===== src/rtl/vs_pkg.sv =====
// rtl/vs_pkg.sv - shared constants, state encoding and lane slicing helper for the top-K search core
package vs_pkg;

    localparam logic VS_MODE_DOT = 1'b0;
    localparam logic VS_MODE_L2  = 1'b1;

    localparam int VS_LANES  = 4;
    localparam int VS_EW     = 8;
    localparam int VS_ACCW   = 32;
    localparam int VS_VID_W  = 10;
    localparam int VS_DIM_W  = 8;
    localparam int VS_ADDR_W = 12;
    localparam int VS_K      = 4;

    typedef enum logic [1:0] {
        ST_IDLE  = 2'd0,
        ST_RUN   = 2'd1,
        ST_DRAIN = 2'd2
    } vs_state_e;

    // Bit offset of element a (hi=0) or b (hi=1) of a lane within a memory word.
    function automatic int lane_off(input int lane, input int ew, input bit hi);
        return (2 * lane + (hi ? 1 : 0)) * ew;
    endfunction

endpackage


===== src/rtl/vs_topk_core_if.sv =====
// rtl/vs_topk_core_if.sv - synchronous vector RAM read port
interface vs_topk_core_if #(
    parameter int ADDR_W = 12,
    parameter int DATA_W = 64
) ();
    logic              mem_rd_en;
    logic [ADDR_W-1:0] mem_addr;
    logic [DATA_W-1:0] mem_data;

    modport master (output mem_rd_en, output mem_addr, input  mem_data);
    modport slave  (input  mem_rd_en, input  mem_addr, output mem_data);
endinterface


===== src/rtl/vs_topk_insert.sv =====
// rtl/vs_topk_insert.sv - sorted top-K register list with single-cycle compare/shift insert
module vs_topk_insert #(
    parameter int K     = 4,
    parameter int ACCW  = 32,
    parameter int VID_W = 10,
    parameter int CW    = $clog2(K + 1)
) (
    input  logic                   clk,
    input  logic                   reset_n,
    input  logic                   clr,
    input  logic                   ins_valid,
    input  logic signed [ACCW-1:0] ins_score,
    input  logic [VID_W-1:0]       ins_id,
    output logic [CW-1:0]          count,
    output logic [K*ACCW-1:0]      score_flat,
    output logic [K*VID_W-1:0]     id_flat
);

    logic signed [ACCW-1:0] score_q [K];
    logic signed [ACCW-1:0] score_d [K];
    logic [VID_W-1:0]       id_q    [K];
    logic [VID_W-1:0]       id_d    [K];
    logic [CW-1:0]          count_q;
    logic [CW-1:0]          count_d;
    logic                   found;
    int                     pos;

    always_comb begin
        score_d = score_q;
        id_d    = id_q;
        count_d = count_q;
        found   = 1'b0;
        pos     = 0;
        // Strict compare keeps an earlier id ahead of a later one with equal score.
        for (int i = 0; i < K; i++) begin
            if (!found && (i >= int'(count_q) || ins_score > score_q[i])) begin
                found = 1'b1;
                pos   = i;
            end
        end
        if (clr) begin
            for (int i = 0; i < K; i++) begin
                score_d[i] = '0;
                id_d[i]    = '0;
            end
            count_d = '0;
        end else if (ins_valid && found) begin
            for (int i = K - 1; i > 0; i--) begin
                if (i > pos) begin
                    score_d[i] = score_q[i-1];
                    id_d[i]    = id_q[i-1];
                end
            end
            score_d[pos] = ins_score;
            id_d[pos]    = ins_id;
            if (int'(count_q) < K) count_d = count_q + CW'(1);
        end
    end

    always_ff @(posedge clk) begin
        if (!reset_n) begin
            for (int i = 0; i < K; i++) begin
                score_q[i] <= '0;
                id_q[i]    <= '0;
            end
            count_q <= '0;
        end else begin
            score_q <= score_d;
            id_q    <= id_d;
            count_q <= count_d;
        end
    end

    always_comb begin
        for (int i = 0; i < K; i++) begin
            score_flat[i*ACCW +: ACCW] = score_q[i];
            id_flat[i*VID_W +: VID_W]  = id_q[i];
        end
    end

    assign count = count_q;

endmodule


===== src/rtl/vs_topk_core.sv =====
// rtl/vs_topk_core.sv - streaming dot/L2 vector search keeping a sorted top-K of (score, id)
module vs_topk_core
    import vs_pkg::*;
#(
    parameter int LANES  = VS_LANES,
    parameter int EW     = VS_EW,
    parameter int ACCW   = VS_ACCW,
    parameter int VID_W  = VS_VID_W,
    parameter int DIM_W  = VS_DIM_W,
    parameter int ADDR_W = VS_ADDR_W,
    parameter int K      = VS_K
) (
    input  logic                      clk,
    input  logic                      reset_n,
    input  logic                      start,
    input  logic                      mode,
    input  logic [ADDR_W-1:0]         base_addr,
    input  logic [VID_W-1:0]          vector_count,
    input  logic [DIM_W-1:0]          dim_words,
    vs_topk_core_if.master            mem,
    output logic                      busy,
    output logic                      done,
    output logic [$clog2(K+1)-1:0]    topk_count,
    output logic [K*ACCW-1:0]         topk_score,
    output logic [K*VID_W-1:0]        topk_id
);

    vs_state_e              state_q, state_d;
    logic                   mode_q, mode_d;
    logic [VID_W-1:0]       cnt_q, cnt_d;
    logic [DIM_W-1:0]       dim_q, dim_d;
    logic [ADDR_W-1:0]      addr_q, addr_d;
    logic                   rd_en_q, rd_en_d;
    logic [DIM_W-1:0]       word_q, word_d;
    logic [VID_W-1:0]       vec_q, vec_d;
    logic                   busy_q, busy_d;
    logic                   done_q, done_d;
    logic                   clr;
    logic                   last_word, final_issue;

    // Read-side tags travel one cycle behind the strobe to line up with mem_data.
    logic                   p_valid_q, p_valid_d;
    logic                   p_first_q, p_first_d;
    logic                   p_last_q, p_last_d;
    logic                   p_final_q, p_final_d;
    logic [VID_W-1:0]       p_id_q, p_id_d;

    logic signed [ACCW-1:0] acc_q, acc_d;
    logic                   sc_valid_q, sc_valid_d;
    logic                   sc_final_q, sc_final_d;
    logic signed [ACCW-1:0] sc_score_q, sc_score_d;
    logic [VID_W-1:0]       sc_id_q, sc_id_d;

    logic signed [EW-1:0]     a, b;
    logic signed [EW:0]       diff;
    logic signed [2*EW-1:0]   prod;
    logic signed [2*EW+1:0]   sq;
    logic signed [ACCW-1:0]   term, word_sum;

    assign last_word   = (word_q == dim_q - DIM_W'(1));
    assign final_issue = last_word && (vec_q == cnt_q - VID_W'(1));

    always_comb begin
        state_d = state_q;
        mode_d  = mode_q;
        cnt_d   = cnt_q;
        dim_d   = dim_q;
        addr_d  = addr_q;
        rd_en_d = rd_en_q;
        word_d  = word_q;
        vec_d   = vec_q;
        busy_d  = busy_q;
        done_d  = 1'b0;
        clr     = 1'b0;
        case (state_q)
            ST_IDLE: begin
                if (start) begin
                    clr    = 1'b1;
                    mode_d = mode;
                    cnt_d  = vector_count;
                    dim_d  = dim_words;
                    if (vector_count == '0 || dim_words == '0) begin
                        done_d = 1'b1;
                    end else begin
                        state_d = ST_RUN;
                        busy_d  = 1'b1;
                        rd_en_d = 1'b1;
                        addr_d  = base_addr;
                        word_d  = '0;
                        vec_d   = '0;
                    end
                end
            end
            ST_RUN: begin
                addr_d = addr_q + ADDR_W'(1);
                if (last_word) begin
                    word_d = '0;
                    vec_d  = vec_q + VID_W'(1);
                end else begin
                    word_d = word_q + DIM_W'(1);
                end
                if (final_issue) begin
                    rd_en_d = 1'b0;
                    state_d = ST_DRAIN;
                end
            end
            ST_DRAIN: begin
                if (sc_valid_q && sc_final_q) begin
                    state_d = ST_IDLE;
                    busy_d  = 1'b0;
                    done_d  = 1'b1;
                end
            end
            default: state_d = ST_IDLE;
        endcase
    end

    always_comb begin
        word_sum = '0;
        a        = '0;
        b        = '0;
        diff     = '0;
        prod     = '0;
        sq       = '0;
        term     = '0;
        for (int l = 0; l < LANES; l++) begin
            a = mem.mem_data[lane_off(l, EW, 1'b0) +: EW];
            b = mem.mem_data[lane_off(l, EW, 1'b1) +: EW];
            if (mode_q == VS_MODE_L2) begin
                diff = {a[EW-1], a} - {b[EW-1], b};
                sq   = diff * diff;
                term = -(ACCW'(sq));
            end else begin
                prod = a * b;
                term = ACCW'(prod);
            end
            word_sum = word_sum + term;
        end
    end

    always_comb begin
        p_valid_d  = (state_q == ST_RUN);
        p_first_d  = (word_q == '0);
        p_last_d   = last_word;
        p_final_d  = final_issue;
        p_id_d     = vec_q;
        acc_d      = acc_q;
        if (p_valid_q) acc_d = p_first_q ? word_sum : acc_q + word_sum;
        sc_valid_d = p_valid_q && p_last_q;
        sc_final_d = p_valid_q && p_final_q;
        sc_score_d = acc_d;
        sc_id_d    = p_id_q;
    end

    always_ff @(posedge clk) begin
        if (!reset_n) begin
            state_q    <= ST_IDLE;
            mode_q     <= 1'b0;
            cnt_q      <= '0;
            dim_q      <= '0;
            addr_q     <= '0;
            rd_en_q    <= 1'b0;
            word_q     <= '0;
            vec_q      <= '0;
            busy_q     <= 1'b0;
            done_q     <= 1'b0;
            p_valid_q  <= 1'b0;
            p_first_q  <= 1'b0;
            p_last_q   <= 1'b0;
            p_final_q  <= 1'b0;
            p_id_q     <= '0;
            acc_q      <= '0;
            sc_valid_q <= 1'b0;
            sc_final_q <= 1'b0;
            sc_score_q <= '0;
            sc_id_q    <= '0;
        end else begin
            state_q    <= state_d;
            mode_q     <= mode_d;
            cnt_q      <= cnt_d;
            dim_q      <= dim_d;
            addr_q     <= addr_d;
            rd_en_q    <= rd_en_d;
            word_q     <= word_d;
            vec_q      <= vec_d;
            busy_q     <= busy_d;
            done_q     <= done_d;
            p_valid_q  <= p_valid_d;
            p_first_q  <= p_first_d;
            p_last_q   <= p_last_d;
            p_final_q  <= p_final_d;
            p_id_q     <= p_id_d;
            acc_q      <= acc_d;
            sc_valid_q <= sc_valid_d;
            sc_final_q <= sc_final_d;
            sc_score_q <= sc_score_d;
            sc_id_q    <= sc_id_d;
        end
    end

    vs_topk_insert #(
        .K     (K),
        .ACCW  (ACCW),
        .VID_W (VID_W)
    ) u_insert (
        .clk        (clk),
        .reset_n    (reset_n),
        .clr        (clr),
        .ins_valid  (sc_valid_q),
        .ins_score  (sc_score_q),
        .ins_id     (sc_id_q),
        .count      (topk_count),
        .score_flat (topk_score),
        .id_flat    (topk_id)
    );

    assign mem.mem_rd_en = rd_en_q;
    assign mem.mem_addr  = addr_q;
    assign busy          = busy_q;
    assign done          = done_q;

endmodule


===== src/flat_wrapper.sv =====
// flat-port wrapper written by rule: the top's interface ports become plain ports
module vs_topk_core_flat import vs_pkg::*;
#(
    parameter int LANES  = VS_LANES,
    parameter int EW     = VS_EW,
    parameter int ACCW   = VS_ACCW,
    parameter int VID_W  = VS_VID_W,
    parameter int DIM_W  = VS_DIM_W,
    parameter int ADDR_W = VS_ADDR_W,
    parameter int K      = VS_K
)
  (clk, reset_n, start, mode, base_addr, vector_count, dim_words, busy, done, topk_count, topk_score, topk_id, mem_mem_rd_en, mem_mem_addr, mem_mem_data);
  vs_topk_core_if #(.ADDR_W(ADDR_W), .DATA_W(64)) mem_i ();
  input  logic clk;
  input  logic reset_n;
  input  logic start;
  input  logic mode;
  input  logic [ADDR_W-1:0] base_addr;
  input  logic [VID_W-1:0] vector_count;
  input  logic [DIM_W-1:0] dim_words;
  output logic busy;
  output logic done;
  output logic [$clog2(K+1)-1:0] topk_count;
  output logic [K*ACCW-1:0] topk_score;
  output logic [K*VID_W-1:0] topk_id;
  output wire logic [$bits(mem_i.mem_rd_en)-1:0] mem_mem_rd_en;
  output wire logic [$bits(mem_i.mem_addr)-1:0] mem_mem_addr;
  input wire logic [$bits(mem_i.mem_data)-1:0] mem_mem_data;
  assign mem_mem_rd_en = mem_i.mem_rd_en;
  assign mem_mem_addr = mem_i.mem_addr;
  assign mem_i.mem_data = mem_mem_data;
  vs_topk_core #(.LANES(LANES), .EW(EW), .ACCW(ACCW), .VID_W(VID_W), .DIM_W(DIM_W), .ADDR_W(ADDR_W), .K(K)) u_core (.clk(clk), .reset_n(reset_n), .start(start), .mode(mode), .base_addr(base_addr), .vector_count(vector_count), .dim_words(dim_words), .mem(mem_i), .busy(busy), .done(done), .topk_count(topk_count), .topk_score(topk_score), .topk_id(topk_id));
endmodule

===== config.mk =====
export PLATFORM = sky130hd
export DESIGN_NAME = vs_topk_core_flat
export DESIGN_NICKNAME = d
export VERILOG_FILES = /design/src/rtl/vs_pkg.sv /design/src/rtl/vs_topk_core_if.sv /design/src/rtl/vs_topk_insert.sv /design/src/rtl/vs_topk_core.sv /design/src/flat_wrapper.sv
export SDC_FILE = /design/constraint.sdc
export NUM_CORES = 2
export LEC_CHECK = 0
export CAP_MARGIN = 20
export CELL_PAD_IN_SITES_DETAIL_PLACEMENT = 1
export CELL_PAD_IN_SITES_GLOBAL_PLACEMENT = 1
export CORE_MARGIN = 3
export CORE_UTILIZATION = 35
export DETAILED_ROUTE_END_ITERATION = 8
export PLACE_DENSITY_LB_ADDON = 0.12
export RECOVER_POWER = 100
export SYNTH_ARGS = -nofsm -noshare
export SYNTH_HDL_FRONTEND = slang
export SYNTH_SLANG_ARGS = --single-unit

===== constraint.sdc =====
create_clock -name clk -period 17 [get_ports clk]
set_input_delay 2.55 -clock clk [delete_from_list [all_inputs] [get_ports clk]]
set_output_delay 2.55 -clock clk [all_outputs]
set_load 0.1 [all_outputs]

==> results_dict.tcl <==
set metrics [dict create \
    critPathTopFamily "adder cells" \
    stdcell_count 7265 \
    cts_resized 0 \
    finalSetupTns_ps 0 \
    clock_path_buffers 3 \
    rsz0062_at_grt "no" \
    fin_crit_sh 0.900 \
    slew_headroom -1.94 \
    cp_common_cell "fa_1" \
    hold_viol_final 0 \
    initial_core_util 0.355 \
    ys_seq_area_frac 0.125 \
    fin_area_sq_um 51100 \
    cts_buffers 34 \
    cts_root_buf "clkbuf_16" \
    cts_setup_buffers 0 \
    worstMarginPinSlew_ps 4370 \
    yosys.cell_types.count 92 \
    final_cell_mix "inv_1 (1084), ha_1 (613), fa_1 (560), nor2_1 (474), nand2_1 (286)" \
    dp_cells 7201 \
    synth_adder_area_share 0.415 \
    cp_data_required_time_ps 17430 \
    ff2ff_setup_slack_ps 8410 \
    rr_startpoint "u_core.acc_q[9]$_SDFFE_PN0P_" \
    firstDrtPassIters 5 \
    antenna_found_initial 3 \
    crit_end "u_core.acc_q[31]$_SDFFE_PN0P_" \
    worstSetupPathType "in2reg" \
    drive_above_1_share 0.0327 \
    ys_ff_latch 283 \
    io_buffers 283 \
    wl_per_cell_microns 18.5 \
    setup_violations 0 \
    wl_mm 134 \
    cts_tree "built" \
    clkSinkCount 283 \
    drt_iter0_drc 993 \
    crit_buf_inv 8 \
    synthCells 5306 \
    rr_endpoint "u_core.u_insert.score_flat[11]$_SDFFE_PP0P_" \
    grt_overflow 0 \
    r2r_cells 15 \
    violations "max-capacitance violations, max-slew violations" \
    grt_pass1_vias 39800 \
    dieArea_sq_um 134000 \
    hp-class "reg2reg" \
    worstSetupEndpointType "flip-flop" \
    viasPerCell 4.99 \
    clk_transition_reported_paths_ps 60 \
    synthSimpleGateAreaFrac 0.137 \
    crit_path_top_delay_cell "or4_1" \
    grt_max_degree 87 \
    ant_nets 0 \
    worst_slack_ps 1710 \
    path_max_fanout 8 \
    clk_latency_ps 570 \
    clock.fmax_ghz 0.0654 \
    layout.nets 6780 \
    worstSetupStartpoint "mem_mem_data[32]" \
    syn_to_final_growth_pct 12.3 \
    gp_congestion 0.856 \
    grt_util_all_layers 0.201 \
    grt_pass1_wl_mm 219 \
    synth_top_family_by_area "adder cells" \
    drv_slew 426 \
    drv_cap 9 \
    syn-cell-area_sq_um 45500 \
    htree_levels 2 \
    crit_path_start_kind "input port" \
    synth_ff_type "dfxtp_1" \
    worstPathArrival_ps 15720 \
    synth-compound-area-share 0.151 \
    async_reset_ff_frac 0 \
    synth_xor_area_frac 0.0477 \
    synth_nets 6577 \
    rows 131 \
    hold_buffers 0 \
    syn_avg_cell_area_sq_um 8.58 \
    cpPeakStageDelay_ps 580 \
    yosysWarnings 0 \
    synthMuxAreaShare 0.0208 \
    drcViolationCount 0 \
    coreArea_sq_um 128000 \
    status "complete, but fails checks" \
    cp.depth 51 \
    layout_commonest_cell "inv_1" \
    dpl_cell_area_sq_um 50200 \
    fp.dieH_microns 367 \
    dp_hpwl_mm 114 \
    dp_slack_ps 1470 \
    skew_ps 30.7 \
    period_minus_slack_ps 15290 \
    min_from "u_core.p_id_q[9]$_SDFF_PN0_" \
    synth_edf_count 0 \
    die_w_microns 367 \
    io_pins 284 \
    vias 36300 \
]
## flip-flops by register name, summed over array words and instances (netlist names)
signal,cells
u_core.p_first_q,1
u_core.dim_q,8
u_core.p_id_d,10
u_core.done,1
u_core.acc_q,32
u_core.sc_valid_q,1
u_core.mem.mem_addr,12
u_core.u_insert.score_flat,128
u_core.u_insert.count,3
u_core.mode_q,1
u_core.p_final_q,1
u_core.state_q,2
u_core.busy,1
u_core.mem.mem_rd_en,1
u_core.p_id_q,10
u_core.sc_id_q,10
u_core.p_valid_q,1
u_core.sc_final_q,1
u_core.p_last_q,1
u_core.u_insert.id_flat,40
u_core.word_q,8
u_core.cnt_q,10
## metal layers
layer / GRT usage / wire (microns)
met1: 0.263 / 61600
met2: 0.362 / 66700
met3: 0.0157 / 3480
met4: 0.0393 / 2560
met5: 0 / 13
## cell usage after synthesis (all sizes together), types with 82 or more instances
master	instances	area [sq um]
a211oi	107	808
a21o	127	953
a21oi	278	1430
and2	106	663
clkbuf	101	379
dfxtp	283	5670
fa	560	11200
ha	613	7670
inv	1085	4070
mux2i	82	821
nand2	286	1070
nand2b	82	513
nor2	476	1790
o21ai	168	845
xnor2	157	1380
xor2	88	771
## area by class of cell
type / count / area, sq um
tap: 1729 / 2160
timing repair buffer: 313 / 3050
clock buffer: 46 / 956
clock inverter: 14 / 200
fill: 15200 / 77300
antenna: 3 / 7.51
sequential: 283 / 5670
inverter: 1090 / 4090
multi-input combinational: 3787 / 34900
## how the worst min path moves through the flow
stage,to,slack (ps),cells past startpoint
after floorplan,u_core.sc_id_q[0]$_SDFF_PN0_,410,1
final,u_core.sc_id_q[9]$_SDFF_PN0_,430,1
after global routing,u_core.sc_id_q[4]$_SDFF_PN0_,450,1
after CTS,u_core.sc_id_q[7]$_SDFF_PN0_,440,1
after global placement,u_core.sc_id_q[5]$_SDFF_PN0_,410,1
after detailed placement,u_core.sc_id_q[7]$_SDFF_PN0_,420,1
## stage by stage
stage / hold WS, ps / util
2_1_floorplan: 412 / -
3_3_place_gp: 415 / 0.391
6_report: 433 / 0.398
4_1_cts: 436 / 0.400
5_1_grt: 454 / 0.398
3_5_place_dp: 421 / 0.391
## kinds of logic (layout without fill, tap and decap cells)
logic type | Yosys count | after routing
buffers and inverters | 1236 | 1463
multiplexers | 92 | 92
adder cells (fa/ha/maj) | 1173 | 1173
AND/OR/NAND/NOR | 1276 | 1276
AO/OA/AOI/OAI | 1000 | 1000
flip-flops | 283 | 283
XOR/XNOR | 246 | 246
other | 0 | 3
Power is not shown: default switching activity piles up to over one toggle a cycle in this logic, so the estimate is an artifact.
